<file path="src/rtl/booth_pkg.sv">
// Shared widths, FSM state type and Booth-bit encodings for the 4-bit radix-2 Booth multiplier.
package booth_pkg;

  localparam int unsigned OP_W   = 4;
  localparam int unsigned ACC_W  = OP_W + 1;
  localparam int unsigned CNT_W  = 3;
  localparam int unsigned REG_W  = ACC_W + OP_W + 1;
  localparam int unsigned PROD_W = 2 * OP_W;

  localparam logic [CNT_W-1:0] LAST_ITER = CNT_W'(OP_W - 1);

  typedef enum logic [1:0] {
    IDLE = 2'd0,
    CALC = 2'd1,
    DONE = 2'd2
  } state_t;

  // {Q0, Q-1} pairs
  localparam logic [1:0] BOOTH_NOP0 = 2'b00;
  localparam logic [1:0] BOOTH_ADD  = 2'b01;
  localparam logic [1:0] BOOTH_SUB  = 2'b10;
  localparam logic [1:0] BOOTH_NOP1 = 2'b11;

  function automatic logic [ACC_W-1:0] sext_op(input logic [OP_W-1:0] v);
    return {v[OP_W-1], v};
  endfunction

endpackage

</file>
<file path="src/rtl/booth_seq_ctrl_if.sv">
// Operand/handshake bundle between the Booth controller and its client plus external add/sub mux.
interface booth_seq_ctrl_if;
  import booth_pkg::*;

  logic                i_start;
  logic [OP_W-1:0]     i_mcand;
  logic [OP_W-1:0]     i_mplier;
  logic [ACC_W-1:0]    i_mux_out;
  logic [ACC_W-1:0]    o_acc;
  logic [ACC_W-1:0]    o_mcand_ext;
  logic                o_sub;
  logic                o_mux_sel;
  logic                o_busy;
  logic                o_done;
  logic [PROD_W-1:0]   o_product;

  modport slave (
    input  i_start, i_mcand, i_mplier, i_mux_out,
    output o_acc, o_mcand_ext, o_sub, o_mux_sel, o_busy, o_done, o_product
  );

  modport master (
    output i_start, i_mcand, i_mplier, i_mux_out,
    input  o_acc, o_mcand_ext, o_sub, o_mux_sel, o_busy, o_done, o_product
  );

endinterface

</file>
<file path="src/rtl/booth_asr_reg.sv">
// A:Q:Q-1 register: parallel load or one-step arithmetic right shift with A replaced by the mux result.
module booth_asr_reg
  import booth_pkg::*;
(
  input  logic             clk,
  input  logic             rst_n,
  input  logic             load,
  input  logic             shift,
  input  logic [REG_W-1:0] load_val,
  input  logic [ACC_W-1:0] mux_out,
  output logic [REG_W-1:0] aqq
);

  always_ff @(posedge clk or negedge rst_n) begin
    if (!rst_n) begin
      aqq <= '0;
    end else if (load) begin
      aqq <= load_val;
    end else if (shift) begin
      // drop Q-1, new Q-1 is old Q0, sign of the mux result fills A's MSB
      aqq <= {mux_out[ACC_W-1], mux_out, aqq[OP_W:1]};
    end
  end

endmodule

</file>
<file path="src/rtl/booth_seq_ctrl.sv">
// Radix-2 Booth sequential controller for the 4-bit signed multiplier.
// Build option BOOTH_ZERO_SKIP_EN: zero operands bypass the iterations and finish one cycle after start.
module booth_seq_ctrl
  import booth_pkg::*;
(
  input  logic              i_clk,
  input  logic              i_rst_n,
  booth_seq_ctrl_if.slave   bus
);

  state_t             state;
  logic [CNT_W-1:0]   cnt;
  logic [ACC_W-1:0]   mcand_ext;
  logic [PROD_W-1:0]  product;
  logic               busy;
  logic               done;
  logic [REG_W-1:0]   aqq;
  logic [1:0]         booth_bits;
  logic               load;
  logic               shift;
  logic               zero_op;

`ifdef BOOTH_ZERO_SKIP_EN
  assign zero_op = (bus.i_mcand == '0) || (bus.i_mplier == '0);
`else
  assign zero_op = 1'b0;
`endif

  assign load       = (state == IDLE) && bus.i_start;
  assign shift      = (state == CALC);
  assign booth_bits = aqq[1:0];

  booth_asr_reg u_asr_reg (
    .clk      (i_clk),
    .rst_n    (i_rst_n),
    .load     (load),
    .shift    (shift),
    .load_val ({{ACC_W{1'b0}}, bus.i_mplier, 1'b0}),
    .mux_out  (bus.i_mux_out),
    .aqq      (aqq)
  );

  always_ff @(posedge i_clk or negedge i_rst_n) begin
    if (!i_rst_n) begin
      state     <= IDLE;
      cnt       <= '0;
      mcand_ext <= '0;
      product   <= '0;
      busy      <= 1'b0;
      done      <= 1'b0;
    end else begin
      case (state)
        IDLE: begin
          done <= 1'b0;
          if (bus.i_start) begin
            mcand_ext <= sext_op(bus.i_mcand);
            cnt       <= '0;
            busy      <= 1'b1;
            if (zero_op) begin
              product <= '0;
              done    <= 1'b1;
              state   <= DONE;
            end else begin
              state   <= CALC;
            end
          end
        end
        CALC: begin
          cnt <= cnt + 1'b1;
          if (cnt == LAST_ITER) begin
            // product taken from the post-shift value: {next A[3:0], next Q}
            product <= {bus.i_mux_out, aqq[OP_W:2]};
            done    <= 1'b1;
            state   <= DONE;
          end
        end
        DONE: begin
          done  <= 1'b0;
          busy  <= 1'b0;
          state <= IDLE;
        end
        default: begin
          done  <= 1'b0;
          busy  <= 1'b0;
          state <= IDLE;
        end
      endcase
    end
  end

  assign bus.o_acc       = aqq[REG_W-1:OP_W+1];
  assign bus.o_mcand_ext = mcand_ext;
  assign bus.o_sub       = (booth_bits == BOOTH_SUB);
  assign bus.o_mux_sel   = (booth_bits == BOOTH_ADD) || (booth_bits == BOOTH_SUB);
  assign bus.o_busy      = busy;
  assign bus.o_done      = done;
  assign bus.o_product   = product;

endmodule

</file>
<file path="src/flat_wrapper.sv">
// flat-port wrapper written by rule: the top's interface ports become plain ports
module booth_seq_ctrl_flat import booth_pkg::*;
  (i_clk, i_rst_n, bus_i_start, bus_i_mcand, bus_i_mplier, bus_i_mux_out, bus_o_acc, bus_o_mcand_ext, bus_o_sub, bus_o_mux_sel, bus_o_busy, bus_o_done, bus_o_product);
  booth_seq_ctrl_if bus_i ();
  input  logic i_clk;
  input  logic i_rst_n;
  input wire logic [$bits(bus_i.i_start)-1:0] bus_i_start;
  input wire logic [$bits(bus_i.i_mcand)-1:0] bus_i_mcand;
  input wire logic [$bits(bus_i.i_mplier)-1:0] bus_i_mplier;
  input wire logic [$bits(bus_i.i_mux_out)-1:0] bus_i_mux_out;
  output wire logic [$bits(bus_i.o_acc)-1:0] bus_o_acc;
  output wire logic [$bits(bus_i.o_mcand_ext)-1:0] bus_o_mcand_ext;
  output wire logic [$bits(bus_i.o_sub)-1:0] bus_o_sub;
  output wire logic [$bits(bus_i.o_mux_sel)-1:0] bus_o_mux_sel;
  output wire logic [$bits(bus_i.o_busy)-1:0] bus_o_busy;
  output wire logic [$bits(bus_i.o_done)-1:0] bus_o_done;
  output wire logic [$bits(bus_i.o_product)-1:0] bus_o_product;
  assign bus_i.i_start = bus_i_start;
  assign bus_i.i_mcand = bus_i_mcand;
  assign bus_i.i_mplier = bus_i_mplier;
  assign bus_i.i_mux_out = bus_i_mux_out;
  assign bus_o_acc = bus_i.o_acc;
  assign bus_o_mcand_ext = bus_i.o_mcand_ext;
  assign bus_o_sub = bus_i.o_sub;
  assign bus_o_mux_sel = bus_i.o_mux_sel;
  assign bus_o_busy = bus_i.o_busy;
  assign bus_o_done = bus_i.o_done;
  assign bus_o_product = bus_i.o_product;
  booth_seq_ctrl u_core (.i_clk(i_clk), .i_rst_n(i_rst_n), .bus(bus_i));
endmodule
</file>
<file path="config.mk">
export PLATFORM = sky130hd
export DESIGN_NAME = booth_seq_ctrl_flat
export DESIGN_NICKNAME = d
export VERILOG_FILES = /design/src/rtl/booth_pkg.sv /design/src/rtl/booth_seq_ctrl_if.sv /design/src/rtl/booth_asr_reg.sv /design/src/rtl/booth_seq_ctrl.sv /design/src/flat_wrapper.sv
export SDC_FILE = /design/constraint.sdc
export NUM_CORES = 1
export LEC_CHECK = 0
export ABC_AREA = 1
export ABC_CLOCK_PERIOD_IN_PS = 1800
export CAP_MARGIN = 20
export CELL_PAD_IN_SITES_DETAIL_PLACEMENT = 0
export CELL_PAD_IN_SITES_GLOBAL_PLACEMENT = 1
export CORE_AREA = 2 2 65 67
export CTS_CLUSTER_SIZE = 28
export DETAILED_ROUTE_END_ITERATION = 8
export DIE_AREA = 0 0 67 69
export MAX_ROUTING_LAYER = met4
export PLACE_DENSITY_LB_ADDON = 0.1
export SLEW_MARGIN = 30
export SYNTH_ARGS = -nofsm -noshare
export SYNTH_HDL_FRONTEND = slang
export SYNTH_SLANG_ARGS = --single-unit
</file>
<file path="constraint.sdc">
create_clock -name i_clk -period 1.8 [get_ports i_clk]
set_clock_uncertainty 0.05 [all_clocks]
set_input_delay 0.18 -clock i_clk [delete_from_list [all_inputs] [get_ports i_clk]]
set_output_delay 0.18 -clock i_clk [all_outputs]
set_load 0.01 [all_outputs]
</file>
# Word level (Yosys, flattened, before mapping)

Cells that the tools add are included.

Input bits: 16
Output and inout port bits: 22
Bits in registers: 29
Word-level logic and storage cells: 36

$add $sub $neg: 1
Muxes and demuxes: 11
Equality and inequality tests: 6
Reductions and logical operators: 10
Bitwise operators: 1

Operators by type and width:

| cell                  | number |
|---|---|
| $mux W10              | 2 |
| $reduce_and A2 Y1     | 5 |
| $pmux W3 S2           | 1 |
| $eq A2 B1 Y1 const B  | 2 |
| $mux W2               | 2 |
| $ne A2 B2 Y1 const B  | 2 |
| $pmux W2 S2           | 1 |
| $reduce_bool A2 Y1    | 2 |
| $add A3 B1 Y3 const B | 1 |
| $eq A3 B2 Y1 const B  | 1 |
| $mux W1               | 3 |
| $mux W3               | 1 |
| $eq A2 B2 Y1 const B  | 1 |
| $logic_not A2 Y1      | 1 |
| $pmux W1 S2           | 1 |
| $logic_and A1 B1 Y1   | 1 |
| $logic_or A1 B1 Y1    | 1 |
| $not A1 Y1            | 1 |

# Logic depth before layout (Yosys ltp)

Gate-level depths: netlist of the first run.

Depth after elaboration: 3
Mapped depth: 6

# By module

A second synthesis of the first run with hierarchy kept.

Cells, all modules: 144
Area total of the unflattened synthesis: 1301.2 um^2

Modules (own cells, without submodules):

| module         | area each (um^2) | cells an instance | times used | sequential area each (um^2) |
|---|---|---|---|---|
| booth_seq_ctrl | 842.1            | 91                | 1          | 475.5 |
| booth_asr_reg  | 459.2            | 53                | 1          | 250.2 |

# Worst setup path before layout of the first run

Ideal clock, no wire load.

Path kind: flip-flop to flip-flop
Start point: register u_core.cnt[0]
End point: register u_core.product[1], in the netlist u_core.bus.o_product[1]
Stages on the path, launching flop included: 7
Setup slack: 562 ps
Data arrival time: 1071 ps
Period minus slack after synthesis: 1238 ps
Buffers on the path: 0
Setup time: 117 ps
Cell sequence: dfrtp_1 ha_1 ha_1 inv_2 nor2_8 nand2_1 nand2_1

Longest elaborated chain between the ends: 2

Ends and longest elaborated chain:

| item                        | RTL line             | source |
|---|---|---|
| start, declared             | booth_seq_ctrl.sv:12 | `logic [CNT_W-1:0] cnt;` |
| start signal, assigned      | booth_seq_ctrl.sv:69 | `cnt <= cnt + 1'b1;` |
| $eq A3 B2 Y1                | booth_seq_ctrl.sv:70 | `if (cnt == LAST_ITER) begin` |
| $reduce_and A2 Y1 (no line) | -                    |  |
| end signal, assigned        | booth_seq_ctrl.sv:72 | `product <= {bus.i_mux_out, aqq[OP_W:2]};` |
| end, declared               | booth_seq_ctrl.sv:14 | `logic [PROD_W-1:0] product;` |

No other way between the ends.
A chain may end at the register's enable or synchronous reset.

# Final worst setup path of the first run

Start point: register u_core.u_asr_reg.aqq[0]
End point: output bus_o_sub

Longest elaborated chain between the ends: 1

Ends and longest elaborated chain:

| item                   | RTL line             | source |
|---|---|---|
| start, declared        | booth_asr_reg.sv:11  | `output logic [REG_W-1:0] aqq` |
| start signal, assigned | booth_asr_reg.sv:18  | `aqq <= load_val;` |
| start signal, assigned | booth_asr_reg.sv:21  | `aqq <= {mux_out[ACC_W-1], mux_out, aqq[OP_W:1]};` |
| $eq A2 B2 Y1           | booth_seq_ctrl.sv:93 | `assign bus.o_sub = (booth_bits == BOOTH_SUB);` |
| end, declared          | flat_wrapper.sv:13   | `output wire logic [$bits(bus_i.o_sub)-1:0] bus_o_sub;` |

No other way between the ends.

==> impl_metrics.ini, run 1 <==
[sta]
slew_violations = 0
fin_crit_sh_pct = 89.4
setup_ws_ns = 0.191
setup_viol = 0
timing.fmax_mhz = 621
hold_violations = 0
period_minus_slack_ns = 1.61
finalSetupTns_ns = 0
max-slew-margin-rel_pct = 68.7
worst_slew_pin_slew_ns = 0.470
rsz0062_at_grt = no

[cells_and_area]
diodes = 0
final_nets = 196
n_fill_cell = 410
final_util_pct = 44.1
fin_cells = 226
multiInputGateArea_sq_um = 467
regArea_sq_um = 701
drive_gt1_share_pct = 9.09
synthToLayoutAreaGrowth_pct = 34.3

[clocking]
clkSinkCount = 28
clockBufferDepth = 2
clk_pin_slew_ns = 0.10
htreeDepth = 1
cts_tree = done
clkLatencyLatePin_ns = 0.27
numCtsBuffers = 3
clockRootBuffer = clkbuf_8

[yosys]
ys_ff_latch = 28
synth_cell_types = 19
netlist_instances = 141
synth_nets = 160
synth_seq_area_share_pct = 54.5
yosys_warnings = 0
syn_area_sq_mm = 0.00128
syn_avg_cell_area_sq_um = 9.11

[global_route]
antenna_found_initial = 0
grt_pass1_vias = 1020
grt.met1_usage_pct = 17.2
grt_pass1_wl_mm = 4.64
grt_max_degree = 29
gr-usage-all-layers_pct = 13.3
grtUsageMet2_pct = 20.8
grt.overflow.total = 0
busiest_layer = met2
use_met3_pct = 1.96

[floorplan]
die_w_um = 67
die_area_sq_mm = 0.00462
core-area_sq_mm = 0.00391
start_util_pct = 32.8
die_h_um = 69
placementRows = 23
pin_count = 38

[placement]
dpl_worst_slack_ns = 0.342
place_congestion = 0.657
port_buffers = 37
dp_cells = 221
place_hpwl_mm = 1.91

[critical_path]
required_ns = 1.57
crit_fanout = 2
r2r_slack_ns = 0.42
critPathSlowestCell = clkdlybuf4s50_1
critPathLaunchType = register
rr_worst_depth = 6
cp-end-kind = output port
reg2reg_from = u_core.cnt[0]
worstSetupPathType = register to output port
path_cells = inv_1 -> ha_1 -> clkdlybuf4s50_1
slowest_delay_ns = 0.52
worstPathArrival_ns = 1.38
reg2reg_to = u_core.bus.o_product[7]

[run_status]
status = completed

[routing]
drtIter0Drc = 39
vias = 969
avgViaCountPerCell = 4.29
postRouteAntennaNets = 0
first_pass_iters = 4
drc = 0
wl_per_cell_um = 11.7
wirelength_mm = 2.64

[min_path]
hold_path_class = input port to async pin

[pwr]
p_leak_nw = 0.871
ir_drop_mv = 0.695
p_per_area_mw_per_mm2 = 1700
p_total_mw = 2.93

[flow_run]
max-cap-violations = 0
[synth_stat cells]
master / count / area share, %
a21oi_1: 1 / 0.39
buf_2: 1 / 0.39
buf_4: 6 / 3.5
buf_6: 2 / 1.8
dfrtp_1: 28 / 55
ha_1: 3 / 2.9
inv_1: 7 / 2.0
inv_2: 1 / 0.29
inv_4: 1 / 0.49
inv_6: 1 / 0.68
nand2_1: 66 / 19
nand2_4: 2 / 1.8
nand2_8: 1 / 1.6
nand3_1: 12 / 4.7
nor2_1: 3 / 0.88
nor2_4: 1 / 0.88
nor2_8: 1 / 1.6
o21ai_0: 3 / 1.2
o21ai_4: 1 / 1.3
[metal layers]
layer  part of all wire [%]  vias to the layer above
met5                      0                        -
met4                    1.4                        0
met3                    4.5                        4
met2                     46                       26
met1                     48                      443
li1                       -                      496
[registers in the layout (all words and copies together) (netlist names)]
| signal | flops |
|---|---|
| u_core.state | 2 |
| u_core.bus.o_done | 1 |
| u_core.bus.o_mcand_ext | 4 |
| u_core.cnt | 3 |
| u_core.u_asr_reg.aqq | 9 |
| u_core.bus.o_busy | 1 |
| u_core.bus.o_product | 8 |
[cell usage in the layout (no fill, tap or decap), types with 2 or more instances in the layout]
| master | n |
|---|---|
| nor2_1 | 3 |
| o21ai_0 | 3 |
| buf_4 | 3 |
| inv_1 | 7 |
| nand2_4 | 2 |
| clkbuf_8 | 4 |
| dfrtp_1 | 28 |
| nand3_1 | 12 |
| nand2_1 | 66 |
| ha_1 | 3 |
| clkdlybuf4s50_1 | 36 |
[critical path, delay by kind of cell (launching register included)]
family | cells | cell delay [ns]
buffers and inverters | 2 | 0.58
adder cells (fa/ha/maj) | 1 | 0.14
flip-flops | 1 | 0.39
[how the worst max path moves through the flow]
stage                             from                       to  slack, ns
2_1_floorplan            u_core.cnt[0]  u_core.bus.o_product[1]       0.56
3_3_place_gp               bus_i_start  u_core.u_asr_reg.aqq[1]       0.35
3_5_place_dp   u_core.u_asr_reg.aqq[0]            bus_o_mux_sel       0.34
4_1_cts        u_core.u_asr_reg.aqq[0]            bus_o_mux_sel       0.02
5_1_grt        u_core.u_asr_reg.aqq[0]                bus_o_sub       0.12
6_report       u_core.u_asr_reg.aqq[0]                bus_o_sub       0.19
[final cells by class]
class	count	share of cell area [%]
clock buffer	4	3.19
inverter	10	2.61
multi-input combinational	94	27.0
sequential	28	40.6
tap	50	3.63
timing repair buffer	40	22.9
[kinds of logic after synthesis]
group	count (synthesis)	synth area share [%]
compound gates	5	2.82
fa+ha+maj	3	2.92
buf+inv	19	9.15
simple gates	86	30.6
flops	28	54.5
[through the flow]
step | instance area [sq um] | hold slack [ns]
6_report | 1730 | 0.225
5_1_grt | 1730 | 0.275
4_1_cts | 1720 | 0.247
3_5_place_dp | 1660 | 0.409
3_3_place_gp | 1660 | 0.403
2_1_floorplan | 1280 | -0.166
[report_power, final]
group | leakage [nW] | switching, mW | total, mW | internal (mW)
clock network | 0.0288 | 0.195 | 0.390 | 0.196
logic | 0.497 | 0.693 | 1.40 | 0.703
registers | 0.345 | 0.218 | 1.14 | 0.924
total | 0.871 | 1.11 | 2.93 | 1.82
[what timing repair did]
item | in CTS | in global routing
resized for setup | 0 | 1
endpoints found under the setup margin | 0 | 1
hold buffers | 0 | 0
setup buffers | 0 | 1
Power figures use the tool's default switching activity.
==> inputs of run 2 (changes only) <==
--- a/config.mk
+++ b/config.mk
@@ -14,6 +14,7 @@
 export CTS_CLUSTER_SIZE = 28
 export DETAILED_ROUTE_END_ITERATION = 8
 export DIE_AREA = 0 0 67 69
+export HOLD_SLACK_MARGIN = 0.06
 export MAX_ROUTING_LAYER = met4
 export PLACE_DENSITY_LB_ADDON = 0.1
 export SLEW_MARGIN = 30
==> results of run 2 <==
Final layout, timing and power as in run 1 (identical DEF).
==> inputs of run 3 (changes only) <==
--- a/config.mk
+++ b/config.mk
@@ -17,6 +17,7 @@
 export HOLD_SLACK_MARGIN = 0.06
 export MAX_ROUTING_LAYER = met4
 export PLACE_DENSITY_LB_ADDON = 0.1
+export SKIP_LAST_GASP = 1
 export SLEW_MARGIN = 30
 export SYNTH_ARGS = -nofsm -noshare
 export SYNTH_HDL_FRONTEND = slang
==> results of run 3 <==
Final layout, timing and power as in run 1 (identical DEF).
